`src/rtl/rk_tape_pkg.sv`:
```
// rk_tape_pkg: shared types and defaults for the RK cassette player.
// Holds the player state enum, byte-count width and parameter defaults.
package rk_tape_pkg;

    typedef enum logic [2:0] {
        ST_IDLE,
        ST_PILOT,
        ST_SYNC,
        ST_DATA,
        ST_TRAIL
    } tape_state_t;

    localparam int          LEN_W         = 25;
    localparam int unsigned HALF_DIV_DEF  = 1536;
    localparam int unsigned PILOT_LEN_DEF = 256;
    localparam logic [7:0]  SYNC_BYTE_DEF = 8'hE6;

endpackage

```
`src/rtl/rk_bit_serializer.sv`:
```
// rk_bit_serializer: Manchester byte shifter, MSB first, ~bit then bit.
// Ports: clk, reset, load/data (take byte when ready), clear (force level 0
// and go idle), ready (idle or on last clk of the byte), lsb_start (last clk
// before bit 0 begins), level (registered tape level).
module rk_bit_serializer #(
    parameter int unsigned HALF_DIV = 1536
) (
    input  logic       clk,
    input  logic       reset,
    input  logic       load,
    input  logic [7:0] data,
    input  logic       clear,
    output logic       ready,
    output logic       lsb_start,
    output logic       level
);

    localparam int CW = (HALF_DIV > 1) ? $clog2(HALF_DIV) : 1;

    logic [CW-1:0] cnt;
    logic [7:0]    sh;
    logic [2:0]    bit_left;
    logic          second;
    logic          run;
    logic          cell_end;

    assign cell_end  = run && (cnt == '0);
    assign ready     = !run || (cell_end && second && (bit_left == 3'd0));
    assign lsb_start = cell_end && second && (bit_left == 3'd1);

    always_ff @(posedge clk or posedge reset) begin
        if (reset) begin
            cnt      <= '0;
            sh       <= 8'h00;
            bit_left <= 3'd0;
            second   <= 1'b0;
            run      <= 1'b0;
            level    <= 1'b0;
        end else if (clear) begin
            cnt      <= '0;
            second   <= 1'b0;
            bit_left <= 3'd0;
            run      <= 1'b0;
            level    <= 1'b0;
        end else if (load && ready) begin
            sh       <= data;
            bit_left <= 3'd7;
            second   <= 1'b0;
            level    <= ~data[7];
            cnt      <= CW'(HALF_DIV - 1);
            run      <= 1'b1;
        end else if (ready) begin
            // byte finished with nothing to send: hold level, freeze
            run <= 1'b0;
        end else if (run) begin
            if (cnt != '0) begin
                cnt <= cnt - 1'b1;
            end else if (!second) begin
                second <= 1'b1;
                level  <= sh[7];
                cnt    <= CW'(HALF_DIV - 1);
            end else begin
                second   <= 1'b0;
                bit_left <= bit_left - 3'd1;
                sh       <= {sh[6:0], 1'b0};
                level    <= ~sh[6];
                cnt      <= CW'(HALF_DIV - 1);
            end
        end
    end

endmodule

```
`src/rtl/rk_tape_player.sv`:
```
// rk_tape_player: plays a memory image as an RK cassette waveform:
// pilot zeros, sync byte, image bytes, then a low trailer.
// Ports: clk, reset, start/stop pulses, length (bytes), mem_rd/mem_addr
// fetch request, mem_valid/mem_data reply, tape_out level, busy, done,
// underrun (sticky, cleared on start).
module rk_tape_player
    import rk_tape_pkg::*;
#(
    parameter int unsigned HALF_DIV  = HALF_DIV_DEF,
    parameter int unsigned PILOT_LEN = PILOT_LEN_DEF,
    parameter logic [7:0]  SYNC_BYTE = SYNC_BYTE_DEF
) (
    input  logic             clk,
    input  logic             reset,
    input  logic             start,
    input  logic             stop,
    input  logic [LEN_W-1:0] length,
    output logic             mem_rd,
    output logic [LEN_W-1:0] mem_addr,
    input  logic             mem_valid,
    input  logic [7:0]       mem_data,
    output logic             tape_out,
    output logic             busy,
    output logic             done,
    output logic             underrun
);

    localparam int TW = $clog2(2 * HALF_DIV);

    tape_state_t      state, state_nxt;
    logic [LEN_W-1:0] len_q;
    logic [LEN_W-1:0] byte_cnt;
    logic [LEN_W-1:0] fetch_idx;
    logic [TW-1:0]    trail_cnt;
    logic [7:0]       hold;
    logic             hold_full;
    logic             pending;
    logic             avail;
    logic [7:0]       next_byte;
    logic             consume;
    logic             fetch;
    logic             stall;
    logic             trail_go;
    logic             ser_load;
    logic [7:0]       ser_byte;
    logic             ser_clear;
    logic             ser_ready;
    logic             ser_lsb;

    // a reply arriving on the boundary clk goes straight to the shifter
    assign avail     = hold_full || (pending && mem_valid);
    assign next_byte = hold_full ? hold : mem_data;
    assign consume   = ser_load &&
                       ((state == ST_SYNC) || (state == ST_DATA));
    assign fetch     = ser_lsb && !pending && !hold_full &&
                       ((state == ST_SYNC) || (state == ST_DATA)) &&
                       (fetch_idx < len_q);
    assign busy      = (state != ST_IDLE);

    always_comb begin
        state_nxt = state;
        ser_load  = 1'b0;
        ser_byte  = 8'h00;
        ser_clear = 1'b0;
        stall     = 1'b0;
        trail_go  = 1'b0;
        unique case (state)
            ST_IDLE: begin
                if (start) state_nxt = ST_PILOT;
            end
            ST_PILOT: begin
                if (ser_ready) begin
                    ser_load = 1'b1;
                    if (byte_cnt == LEN_W'(PILOT_LEN)) begin
                        ser_byte  = SYNC_BYTE;
                        state_nxt = ST_SYNC;
                    end
                end
            end
            ST_SYNC, ST_DATA: begin
                if (ser_ready) begin
                    if (byte_cnt == len_q) begin
                        ser_clear = 1'b1;
                        trail_go  = 1'b1;
                        state_nxt = ST_TRAIL;
                    end else if (avail) begin
                        ser_load  = 1'b1;
                        ser_byte  = next_byte;
                        state_nxt = ST_DATA;
                    end else begin
                        stall = 1'b1;
                    end
                end
            end
            ST_TRAIL: begin
                if (trail_cnt == '0) state_nxt = ST_IDLE;
            end
            default: state_nxt = ST_IDLE;
        endcase
        if (stop && (state != ST_IDLE)) begin
            state_nxt = ST_IDLE;
            ser_load  = 1'b0;
            ser_clear = 1'b1;
            stall     = 1'b0;
            trail_go  = 1'b0;
        end
    end

    always_ff @(posedge clk or posedge reset) begin
        if (reset) begin
            state      <= ST_IDLE;
            len_q      <= '0;
            byte_cnt   <= '0;
            fetch_idx  <= '0;
            trail_cnt  <= '0;
            hold       <= 8'h00;
            hold_full  <= 1'b0;
            pending    <= 1'b0;
            mem_rd     <= 1'b0;
            mem_addr   <= '0;
            done       <= 1'b0;
            underrun   <= 1'b0;
        end else begin
            state  <= state_nxt;
            mem_rd <= 1'b0;
            done   <= (state == ST_TRAIL) && (state_nxt == ST_IDLE) && !stop;
            if (state == ST_IDLE) begin
                pending   <= 1'b0;
                hold_full <= 1'b0;
                if (start) begin
                    len_q     <= length;
                    byte_cnt  <= '0;
                    fetch_idx <= '0;
                    mem_addr  <= '0;
                    underrun  <= 1'b0;
                end
            end else if (state_nxt == ST_IDLE) begin
                pending   <= 1'b0;
                hold_full <= 1'b0;
            end else begin
                // byte_cnt counts pilot bytes, then restarts for data bytes
                if (ser_load) begin
                    byte_cnt <= (state_nxt == ST_SYNC) ? '0
                                                       : byte_cnt + 1'b1;
                end
                if (stall) underrun <= 1'b1;
                if (consume && hold_full) hold_full <= 1'b0;
                if (pending && mem_valid) begin
                    pending <= 1'b0;
                    if (!(consume && !hold_full)) begin
                        hold      <= mem_data;
                        hold_full <= 1'b1;
                    end
                end
                if (fetch) begin
                    mem_rd    <= 1'b1;
                    mem_addr  <= fetch_idx;
                    fetch_idx <= fetch_idx + 1'b1;
                    pending   <= 1'b1;
                end
                if (trail_go) begin
                    trail_cnt <= TW'(2 * HALF_DIV - 1);
                end else if ((state == ST_TRAIL) && (trail_cnt != '0)) begin
                    trail_cnt <= trail_cnt - 1'b1;
                end
            end
        end
    end

    rk_bit_serializer #(
        .HALF_DIV (HALF_DIV)
    ) u_ser (
        .clk       (clk),
        .reset     (reset),
        .load      (ser_load),
        .data      (ser_byte),
        .clear     (ser_clear),
        .ready     (ser_ready),
        .lsb_start (ser_lsb),
        .level     (tape_out)
    );

endmodule

```
`config.mk`:
```
export PLATFORM = sky130hd
export DESIGN_NAME = rk_tape_player
export DESIGN_NICKNAME = d
export VERILOG_FILES = /design/src/rtl/rk_tape_pkg.sv /design/src/rtl/rk_bit_serializer.sv /design/src/rtl/rk_tape_player.sv
export SDC_FILE = /design/constraint.sdc
export NUM_CORES = 1
export LEC_CHECK = 0
export CAP_MARGIN = 20
export CORE_MARGIN = 4
export CORE_UTILIZATION = 33
export DETAILED_ROUTE_END_ITERATION = 10
export SYNTH_ARGS = -nofsm -noshare
export SYNTH_HDL_FRONTEND = slang
export SYNTH_HIERARCHICAL = 1
export SYNTH_SLANG_ARGS = --single-unit
```
`constraint.sdc`:
```
create_clock -name clk -period 3.9 [get_ports clk]
set_input_delay 0.39 -clock clk [delete_from_list [all_inputs] [get_ports clk]]
set_output_delay 0.39 -clock clk [all_outputs]
set_load 0.01 [all_outputs]
```
==> out/metrics.csv, run 1 <==
metric,value,unit
routed-wl-met2,11.3,mm
cts_tree,built,
grt_setup_unrepaired,no,
critical_path.reg2reg.endpoint,byte_cnt[19],
path_delay_family,simple AND/OR/NAND/NOR gates,
critical_setup_path_kind,register to register,
hold_viol_final,0,
dieArea,29900,sq um
finalCritPeriodShare,0.951,
synth_sequential_area_ratio,0.426,
overall_power_consumption,0.00550,W
netlist-cell-type-count,78,
core_region_area,26900,sq um
critical_path_peak_fanout,13,
dpl_cell_area,10000,sq um
post-dp-hpwl,16.9,mm
timing.rr.start,u_ser/cnt[1],
remaining_drc_errors,0,
nNetsFinal,1100,
worst_ep_arrival_time,4030,ps
avgViaCountPerCell,5.56,
drtIter0Drc,629,
initial_utilization,0.334,
r2r_cells,12,
maxSlewViolCount,0,
dpl.cell_count,1350,
worstSkewPairLatency,440,ps
ctsLongestPathBuffers,2,
timing.critical_path.cells,inv_1 -> ha_1 -> or4b_1 -> o41a_4 -> inv_2 -> nor4b_2 -> nand3_1 -> or4_4 -> or3_4 -> and3_4 -> a21o_1 -> a22o_1,
synth_enable_flop_cells,0,
area_delta_synth_final,18.5,%
antenna_found_initial,0,
critPathSlowestCell,o41a_4,
switching_share,0.381,
fin_cells,1383,
power.clock.fraction,0.303,
cts_buffers,17,
gp_congestion,0.878,
post-route-min-period,3710,ps
seq_power_share,0.382,
grt_util_all_layers,0.163,
powerDensity,517,nW/um^2
highest-signal-layer,met4,
insertedDiodeCount,0,
met1_length,11.5,mm
vias,7694,
cts.htree.levels,4,
number_of_global_route_vias_before_repair,7455,
setup.reg_to_reg.worst_slack,190,ps
die_h,173,um
drt.antenna.violating_nets,0,
netlist_instances,977,
yosys_warnings,6,
clock_sink_count,153,
synth_fp_nets,1048,
chipWidth,173,um
grt_pass1_wl,40.5,mm
clk_pin_slew_worst_paths,70,ps
hp-class,primary input to async pin,
critical-path-max-stage-delay,500,ps
totalNegativeSetupSlack,0,ps
met3_wirelength,1.14,mm
run_status,completed,
io-pin-count,68,
power.share.combinational,0.315,
placement.io_buffers,67,
postSynthAreaPerCell,9.19,sq um
vdd.ir_drop.worst,0.300,mV
timing.slew.headroom,0.476,
internal_power,0.00341,W
switchingPower,0.00209,W
leak_pwr,4.51,nW
firstDrtPassIters,5,
post_synth_instance_area,8980,sq um
finalInstanceArea,10600,sq um
fmax,270,MHz
synth_ff_type,dfrtp_1,
cts_root_buffer,clkbuf_16,
critical_path.startpoint_type,register,
wl,24.2,mm
finalSetupViolations,0,
synth_seq_cells,153,
num_rows,60,
grt_max_degree,82,
critPathBufInv,2,
max_slew.worst_pin.slew,786,ps
routed_wire_length_per_instance,17.5,um
drive_above_1_share,0.0988,
required,4220,ps
globalRouteOverflowTotal,0,
whs,276,ps
max_cap_violations,0,
asyncSetResetFlopFracSynth,1.00,
endpoint_kind,register,
finalClockSkew,16.6,ps
==> how the worst max path moves through the flow <==
stage / startpoint / endpoint / slack, ps / depth (start not counted)
final: u_ser/cnt[1] / byte_cnt[19] / 190 / 12
after global routing: u_ser/cnt[1] / hold[3] / 20 / 12
after CTS: u_ser/cnt[0] / u_ser/cnt[4] / 60 / 12
after detailed placement: u_ser/cnt[0] / u_ser/cnt[4] / 110 / 12
after global placement: u_ser/cnt[0] / u_ser/cnt[7] / 220 / 12
after floorplan: reset / byte_cnt[0] / 100 / 1
==> state kept, by name, summed over array words and instances (netlist names), 3 cells and up <==
register        flops
byte_cnt           25
fetch_idx          25
len_q              25
mem_addr           25
trail_cnt          12
u_ser/cnt          11
hold                8
u_ser/sh            8
state               3
u_ser/bit_left      3
==> metal layers <==
metal / up-vias / global-route usage
li1: 3675 / -
met2: 168 / 0.256
met3: 25 / 0.0352
met4: 0 / 0.0346
met1: 3826 / 0.234
met5: - / 0
==> synth_stat cells (all sizes together), types with 15 or more instances <==
library cell  instances  area (sq um)
a21oi                40           200
xor2                 33           289
or4                  22           175
a21o                 15           113
nor3                 20           105
nand3                56           300
clkbuf               36           136
nand4                21           144
inv                  77           289
a31oi                23           144
o21ai                88           440
nor2                 32           120
nor4                 15           119
or3                  25           161
o31ai                21           171
nand2                85           319
ha                   33           413
dfrtp               153          3830
buf                  26           171
o211ai               29           218
==> layout by cell type, fill, tap and decap left out, types with 19 or more instances in the layout <==
| cell type | netlist | routed |
|---|---|---|
| dfrtp_1 | 153 | 153 |
| nand2_1 | 85 | 85 |
| o21ai_0 | 86 | 85 |
| inv_1 | 76 | 74 |
| clkdlybuf4s50_1 | 0 | 67 |
| nand3_1 | 52 | 52 |
| a21oi_1 | 40 | 40 |
| xor2_1 | 33 | 33 |
| ha_1 | 33 | 33 |
| nor2_1 | 32 | 32 |
| o211ai_1 | 29 | 29 |
| buf_4 | 3 | 26 |
| or3_1 | 24 | 24 |
| a31oi_1 | 23 | 23 |
| o31ai_1 | 20 | 20 |
| nor3_1 | 19 | 19 |
| nand4_1 | 19 | 19 |
==> through the flow <==
step / utilization / setup WS, ps
after floorplan: - / 97.4
after global placement: 0.373 / 224
after detailed placement: 0.373 / 109
after CTS: 0.394 / 61.1
after global routing: 0.396 / 22.0
final: 0.396 / 192
==> power groups by stage <==
stage / registers, W / clock network (W) / logic, W
3_3_place_gp: 0.00212 / 0 / 0.00168
5_1_grt: 0.00214 / 0.00177 / 0.00195
6_report: 0.00210 / 0.00167 / 0.00173
3_5_place_dp: 0.00212 / 0 / 0.00171
4_1_cts: 0.00209 / 0.00170 / 0.00172
2_1_floorplan: 0.00202 / 0 / 0.00125
==> cell type report <==
type / instances / area (sq um)
Tap cell: 341 / 427
Timing Repair Buffer: 95 / 913
Inverter: 77 / 294
Multi-Input combinational cell: 685 / 4600
Sequential cell: 153 / 3830
Clock inverter: 15 / 154
Clock buffer: 17 / 425
Fill cell: 2689 / 16200
==> worst reg2reg max path: cells and delay by family (launching register included) <==
family / cells / cell delay, ps
buffers and inverters: 2 / 260
adders and majority gates: 1 / 170
DFF: 1 / 360
and+or+nand+nor: 6 / 1930
AOI/OAI and AO/OA: 3 / 880
==> timing repair <==
item | 4_1_cts | 5_1_grt
endpoints found under the hold margin | 0 | 0
resized for setup | 0 | 5
setup endpoints to repair | 0 | 23
buffers inserted | 0 | 0
hold buffers | 0 | 0
==> cells by family after synthesis <==
group	synth area share
buffers and inverters	0.0665
XOR/XNOR	0.0341
multiplexers	0.0276
flip-flops	0.426
AO/OA/AOI/OAI	0.193
adder cells (fa/ha/maj)	0.0460
AND/OR/NAND/NOR	0.207
No activity file was read; power rests on OpenSTA's default activity.
==> inputs of run 2 (changes only) <==
SETUP_SLACK_MARGIN = 0.2   (was not set)
SYNTH_HIERARCHICAL = not set   (was 1)
==> run 2 against run 1 <==
  * Sequential power increased by 2%
  * Cell area decreased by 2.6%
  * Power decreased by 0.17%
  * Critical path type unchanged
  * Critical endpoint is now fetch_idx[8]
  * Largest cell class unchanged
  * Highest routed layer unchanged
==> out/metrics.csv, run 2 <==
metric,value,unit,change
wl,23.2,mm,was 24.2 mm
timing.critical_path.cells,ha_1 -> or4b_4 -> a2111oi_4 -> nand4_2 -> nor4_2 -> nor2_4 -> o311a_1 -> or3_1,,was inv_1 -> ha_1 -> or4b_1 -> o41a_4 -> inv_2 -> nor4b_2 -> nand3_1 -> or4_4 -> or3_4 -> and3_4 -> a21o_1 -> a22o_1
insertedDiodeCount,0,,unchanged
synth_ff_type,dfrtp_1,,unchanged
synth_fp_nets,1057,,was 1048
worst_ep_arrival_time,3460,ps,was 4030 ps
maxSlewViolCount,0,,unchanged
cts_buffers,17,,unchanged
grt_max_degree,109,,was 82
cts_tree,built,,unchanged
leak_pwr,4.61,nW,was 4.51 nW
powerDensity,530,nW/um^2,was 517 nW/um^2
critical_setup_path_kind,register to register,,unchanged
cts.repair.resized,0,,unchanged
dp_worst_setup_slack,730,ps,was 109 ps
path_delay_family,simple AND/OR/NAND/NOR gates,,unchanged
routed_wire_length_per_instance,16.7,um,was 17.5 um
netlist.area_leader.share,0.438,,was 0.426
dieArea,29100,sq um,was 29900 sq um
ctsLongestPathBuffers,2,,unchanged
post_synth_instance_area,8740,sq um,was 8980 sq um
finalSetupViolations,0,,unchanged
commonest_non_fill_non_tap_cells_in_the_layout,"nand2_1, dfrtp_1, clkdlybuf4s50_1, nand3_1, a21oi_1",,"was dfrtp_1, nand2_1, o21ai_0, inv_1, clkdlybuf4s50_1"
fill_cell_count,2613,,was 2689
endpoint_kind,register,,unchanged
fin_cells,1390,,was 1383
vdd.ir_drop.worst,0.282,mV,was 0.300 mV
drtIter0Drc,531,,was 629
chipWidth,171,um,was 173 um
critPathSlowestCell,or4b_4,,was o41a_4
overall_power_consumption,0.00549,W,was 0.00550 W
setup.reg_to_reg.worst_slack,740,ps,was 190 ps
post-dp-hpwl,16.9,mm,about the same
yosys_warnings,0,,was 6
io-pin-count,68,,unchanged
critPathBufInv,0,,was 2
remaining_drc_errors,0,,unchanged
synthMostInstantiatedCell,nand2_1,,was dfrtp_1
cts_hold_repair.buffers,0,,unchanged
cts_root_buffer,clkbuf_16,,unchanged
synth.top_cells.by_count,"nand2_1, dfrtp_1, nand3_1",,"was dfrtp_1, o21ai_0, nand2_1"
cts.htree.levels,4,,unchanged
run_status,completed,,unchanged
dpl.cell_count,1358,,was 1350
synth_sequential_area_ratio,0.438,,was 0.426
whs,356,ps,was 276 ps
core_region_area,26100,sq um,was 26900 sq um
yosys.area.top_type,dfrtp_1,,unchanged
nNetsFinal,1113,,was 1100
globalRouteOverflowTotal,0,,unchanged
netlist-cell-type-count,64,,was 78
synth_enable_flop_cells,0,,unchanged
grt_pass1_wl,38.7,mm,was 40.5 mm
finalClockSkew,10.3,ps,was 16.6 ps
netlist_instances,986,,was 977
critical_path_peak_fanout,36,,was 13
yosys-top-cells-area,"dfrtp_1, nand2_1, ha_1, nand3_1, a21oi_1",,"was dfrtp_1, o21ai_0, ha_1, nand2_1, xor2_1"
finalWorstSetupSlack,740,ps,was 192 ps
number_of_global_route_vias_before_repair,7256,,was 7455
gp_congestion,0.860,,was 0.878
totalNegativeSetupSlack,0,ps,unchanged
asyncSetResetFlopFracSynth,1.00,,unchanged
postSynthAreaPerCell,8.86,sq um,was 9.19 sq um
clock_sink_count,153,,unchanged
grt_setup_unrepaired,no,,unchanged
hold_viol_final,0,,unchanged
grt_util_all_layers,0.165,,was 0.163
antenna_found_initial,0,,unchanged
cts_setup_buffers,0,,unchanged
final_common_cell,nand2_1,,was dfrtp_1
required,4200,ps,was 4220 ps
fmax,316,MHz,was 270 MHz
worstSkewPairLatency,420,ps,was 440 ps
hp-class,primary input to async pin,,unchanged
post-route-min-period,3160,ps,was 3710 ps
timing.slew.headroom,0.361,,was 0.476
drt.antenna.violating_nets,0,,unchanged
placement.io_buffers,67,,unchanged
clk_pin_slew_worst_paths,60,ps,was 70 ps
max_cap_violations,0,,unchanged
initial_utilization,0.335,,was 0.334
avgViaCountPerCell,5.31,,was 5.56
critical_path.startpoint_type,register,,unchanged
area_delta_synth_final,18.7,%,was 18.5%
num_rows,59,,was 60
vias,7379,,was 7694
max_slew.worst_pin.slew,956,ps,was 786 ps
critical-path-max-stage-delay,490,ps,was 500 ps
drive_above_1_share,0.0739,,was 0.0988
finalCritPeriodShare,0.810,,was 0.951
firstDrtPassIters,7,,was 5
synth_seq_cells,153,,unchanged
die_h,171,um,was 173 um
-- run 2: worst paths after layout --
| kind | startpoint | endpoint | cells after the start |
|---|---|---|---|
| setup / recovery | fetch_idx[24] | fetch_idx[8] | 8 |
| hold / removal | reset | hold[1] | 2 |
| setup reg to reg | fetch_idx[24] | fetch_idx[8] | 8 |
| hold reg to reg | hold[7] | hold[7] | 1 |
| max in group asynchronous | reset | fetch_idx[13] | 3 |
| min in group clk | hold[7] | hold[7] | 1 |
-- run 2: area by class of cell --
type | count | area (sq um) | area share
tap | 335 | 419 | 0.0404
timing repair buffer | 85 | 818 | 0.0789
clock buffer | 19 | 433 | 0.0417
sequential | 153 | 3830 | 0.369
inverter | 56 | 214 | 0.0206
clock inverter | 13 | 130 | 0.0125
multi-input combinational | 729 | 4530 | 0.437
-- run 2: cell families (layout without fill, tap and decap cells) --
group,after synthesis,in the layout,synth area share
compound gates,222,222,0.166
xor+xnor,40,40,0.0401
fa+ha+maj,33,33,0.0473
buf+inv,104,173,0.0458
flops,153,153,0.438
mux,25,25,0.0309
simple gates,409,409,0.232
-- run 2: routing by layer --
layer	global-route usage	share of wire	vias to the layer above
met5	0	0	-
met3	0.0226	0.034	28
met4	0.0594	0.023	0
met1	0.240	0.50	3571
li1	-	-	3628
met2	0.251	0.44	152
-- run 2: stage by stage --
| stage | util | cell area, sq um |
|---|---|---|
| finish | 0.398 | 10400 |
| global route | 0.398 | 10400 |
| CTS | 0.398 | 10400 |
| detailed placement | 0.376 | 9810 |
| global placement | 0.376 | 9810 |
| floorplan | - | 8740 |
-- run 2: report_power, final --
group	internal [W]	switching (W)	leakage [nW]
sequential	0.00186	0.000282	2.02
clock	0.000936	0.000669	0.272
combinational	0.000673	0.00107	2.31
total	0.00347	0.00202	4.61
==> inputs of run 3 (changes only) <==
clock period = 2.6 ns   (was 3.9 ns; I/O delays follow)
==> run 3 against run 2 <==
  * The flow now finishes with violations (negative setup slack)
  * Via count is 12% higher
  * Worst hold slack worse by 42 ps
  * Sequential power is 47% higher
  * Critical path type unchanged
  * Power is 82% higher
  * Critical endpoint is now hold[0]
==> out/metrics.csv, run 3 (same netlist as run 2, synthesis figures left out) <==
metric,value,unit,change
dp_worst_setup_slack,-203,ps,was 730 ps
critical-path-max-stage-delay,390,ps,was 490 ps
antenna_found_initial,0,,unchanged
avgViaCountPerCell,5.25,,was 5.31
number_of_global_route_vias_before_repair,8227,,was 7256
leak_pwr,5.93,nW,was 4.61 nW
final_common_cell,nand2_1,,unchanged
critical_path_peak_fanout,8,,was 36
chipWidth,171,um,unchanged
seq_power_share,0.317,,was 0.391
placement.io_buffers,67,,unchanged
drtIter0Drc,497,,was 531
critical_path.reg2reg.endpoint,hold[0],,was fetch_idx[8]
worst_ep_arrival_time,3040,ps,was 3460 ps
timing.slew.headroom,0.413,,was 0.361
totalNegativeSetupSlack,-2520,ps,was 0 ps
highest-signal-layer,met4,,unchanged
grt_pass1_wl,43.5,mm,was 38.7 mm
die_h,171,um,unchanged
violated_checks,negative setup slack,,
insertedDiodeCount,0,,unchanged
critPathSlowestCell,dfrtp_1,,was or4b_4
powerDensity,763,nW/um^2,was 530 nW/um^2
setup.reg_to_reg.worst_slack,-130,ps,was 740 ps
finalWorstSetupSlack,-126,ps,was 740 ps
internal_power,0.00630,W,was 0.00347 W
routed_wire_length_per_instance,17.2,um,was 16.7 um
wl,27.2,mm,was 23.2 mm
dpl_cell_area,10900,sq um,was 9810 sq um
switchingPower,0.00371,W,was 0.00202 W
clock_sink_count,153,,unchanged
remaining_drc_errors,0,,unchanged
grt_setup_unrepaired,yes,,was no
cts_root_buffer,clkbuf_16,,unchanged
initial_utilization,0.335,,unchanged
grt_util_all_layers,0.186,,was 0.165
met1_length,12.4,mm,was 11.6 mm
power.share.combinational,0.436,,was 0.317
timing.critical_path.cells,xor2_1 -> nor4_2 -> buf_4 -> and4_4 -> buf_6 -> a2111o_1 -> buf_6 -> nand2_8 -> a211o_1 -> buf_12 -> mux2_4,,was ha_1 -> or4b_4 -> a2111oi_4 -> nand4_2 -> nor4_2 -> nor2_4 -> o311a_1 -> or3_1
routed-wl-met2,13.1,mm,was 10.3 mm
power.clock.fraction,0.247,,was 0.292
sequential_standard_cell_area,3830,sq um,about the same
post-route-min-period,2730,ps,was 3160 ps
gp_congestion,0.873,,was 0.860
path_delay_family,simple AND/OR/NAND/NOR gates,,unchanged
final_core_util,0.504,,was 0.398
r2r_cells,11,,was 8
cts_hold_repair.buffers,0,,unchanged
vias,8280,,was 7379
cp_common_cell,buf_6,,
hold_viol_final,0,,unchanged
io-pin-count,68,,unchanged
commonest_non_fill_non_tap_cells_in_the_layout,"nand2_1, dfrtp_1, buf_4, clkdlybuf4s50_1, inv_1",,"was nand2_1, dfrtp_1, clkdlybuf4s50_1, nand3_1, a21oi_1"
finalClockSkew,10.7,ps,was 10.3 ps
drive_above_1_share,0.327,,was 0.0739
clk_pin_slew_worst_paths,70,ps,was 60 ps
ctsLongestPathBuffers,2,,unchanged
maxSlewViolCount,0,,unchanged
multi_input_area,5430,sq um,was 4530 sq um
fill_cell_count,2298,,was 2613
required,2910,ps,was 4200 ps
finalInstanceArea,13100,sq um,was 10400 sq um
globalRouteOverflowTotal,0,,unchanged
area_delta_synth_final,50.2,%,was 18.7%
met3_wirelength,1.15,mm,was 799 um
fmax,367,MHz,was 316 MHz
finalCritPeriodShare,1.05,,was 0.810
grt_max_degree,66,,was 109
nNetsFinal,1300,,was 1113
cts.htree.levels,4,,unchanged
vdd.ir_drop.worst,0.528,mV,was 0.282 mV
drt.antenna.violating_nets,0,,unchanged
core_region_area,26100,sq um,unchanged
critPathBufInv,4,,was 0
run_status,"finished, violations left",,was completed
worstSkewPairLatency,430,ps,was 420 ps
max_cap_violations,0,,unchanged
hp-class,primary input to async pin,,unchanged
firstDrtPassIters,5,,was 7
post-dp-hpwl,18.2,mm,was 16.9 mm
switching_share,0.371,,was 0.368
critical_setup_path_kind,register to register,,unchanged
dieArea,29100,sq um,unchanged
cts_buffers,17,,unchanged
max_slew.worst_pin.slew,873,ps,was 956 ps
finalSetupViolations,55,,was 0
num_rows,59,,unchanged
cts_tree,built,,unchanged
endpoint_kind,register,,unchanged
timing.rr.start,byte_cnt[3],,was fetch_idx[24]
critical_path.startpoint_type,register,,unchanged
run 3: worst max-delay path by stage:
stage | slack [ps] | from | depth (start not counted) | to
3_5_place_dp | -200 | len_q[23] | 8 | byte_cnt[11]
2_1_floorplan | 70 | fetch_idx[4] | 8 | fetch_idx[8]
6_report | -130 | byte_cnt[3] | 11 | hold[0]
3_3_place_gp | -170 | len_q[4] | 10 | fetch_idx[20]
5_1_grt | -180 | u_ser.bit_left[1] | 9 | fetch_idx[8]
4_1_cts | -130 | len_q[4] | 9 | fetch_idx[8]
run 3: repair_timing:
item / CTS / global route
pin swaps: 63 / 79
gates cloned: 7 / 2
buffers inserted: 29 / 22
endpoints found under the setup margin: 114 / 123
gates resized for setup: 99 / 120
run 3: cell type report:
type | count | area share
Clock buffer | 20 | 0.0340
Clock inverter | 11 | 0.00953
Inverter | 56 | 0.0163
Multi-Input combinational cell | 729 | 0.414
Sequential cell | 153 | 0.292
Tap cell | 335 | 0.0319
Timing Repair Buffer | 272 | 0.203
run 3: stage by stage:
stage                     hold slack [ps]  total power, W  std cells
final                                 314          0.0100       1576
after floorplan                       333         0.00505        986
after global routing                  393          0.0106       1576
after CTS                             341         0.00957       1552
after global placement                473         0.00646       1485
after detailed placement              479         0.00652       1485
run 3: power by group through the flow:
| stage | Sequential [W] | Clock, W | Combinational, W |
|---|---|---|---|
| global placement | 0.00315 | 0 | 0.00330 |
| finish | 0.00317 | 0.00247 | 0.00437 |
| CTS | 0.00314 | 0.00250 | 0.00392 |
| detailed placement | 0.00317 | 0 | 0.00334 |
| floorplan | 0.00313 | 0 | 0.00193 |
| global route | 0.00323 | 0.00261 | 0.00475 |
run 3: worst min-delay path: cells and delay by family:
family / cells / cell delay (ps)
buffers and inverters: 3 / 880
run 3: routing by layer:
layer	up-vias	GRT usage
li1	4013	-
met4	0	0.0514
met5	-	0
met3	40	0.0291
met2	200	0.311
met1	4027	0.253
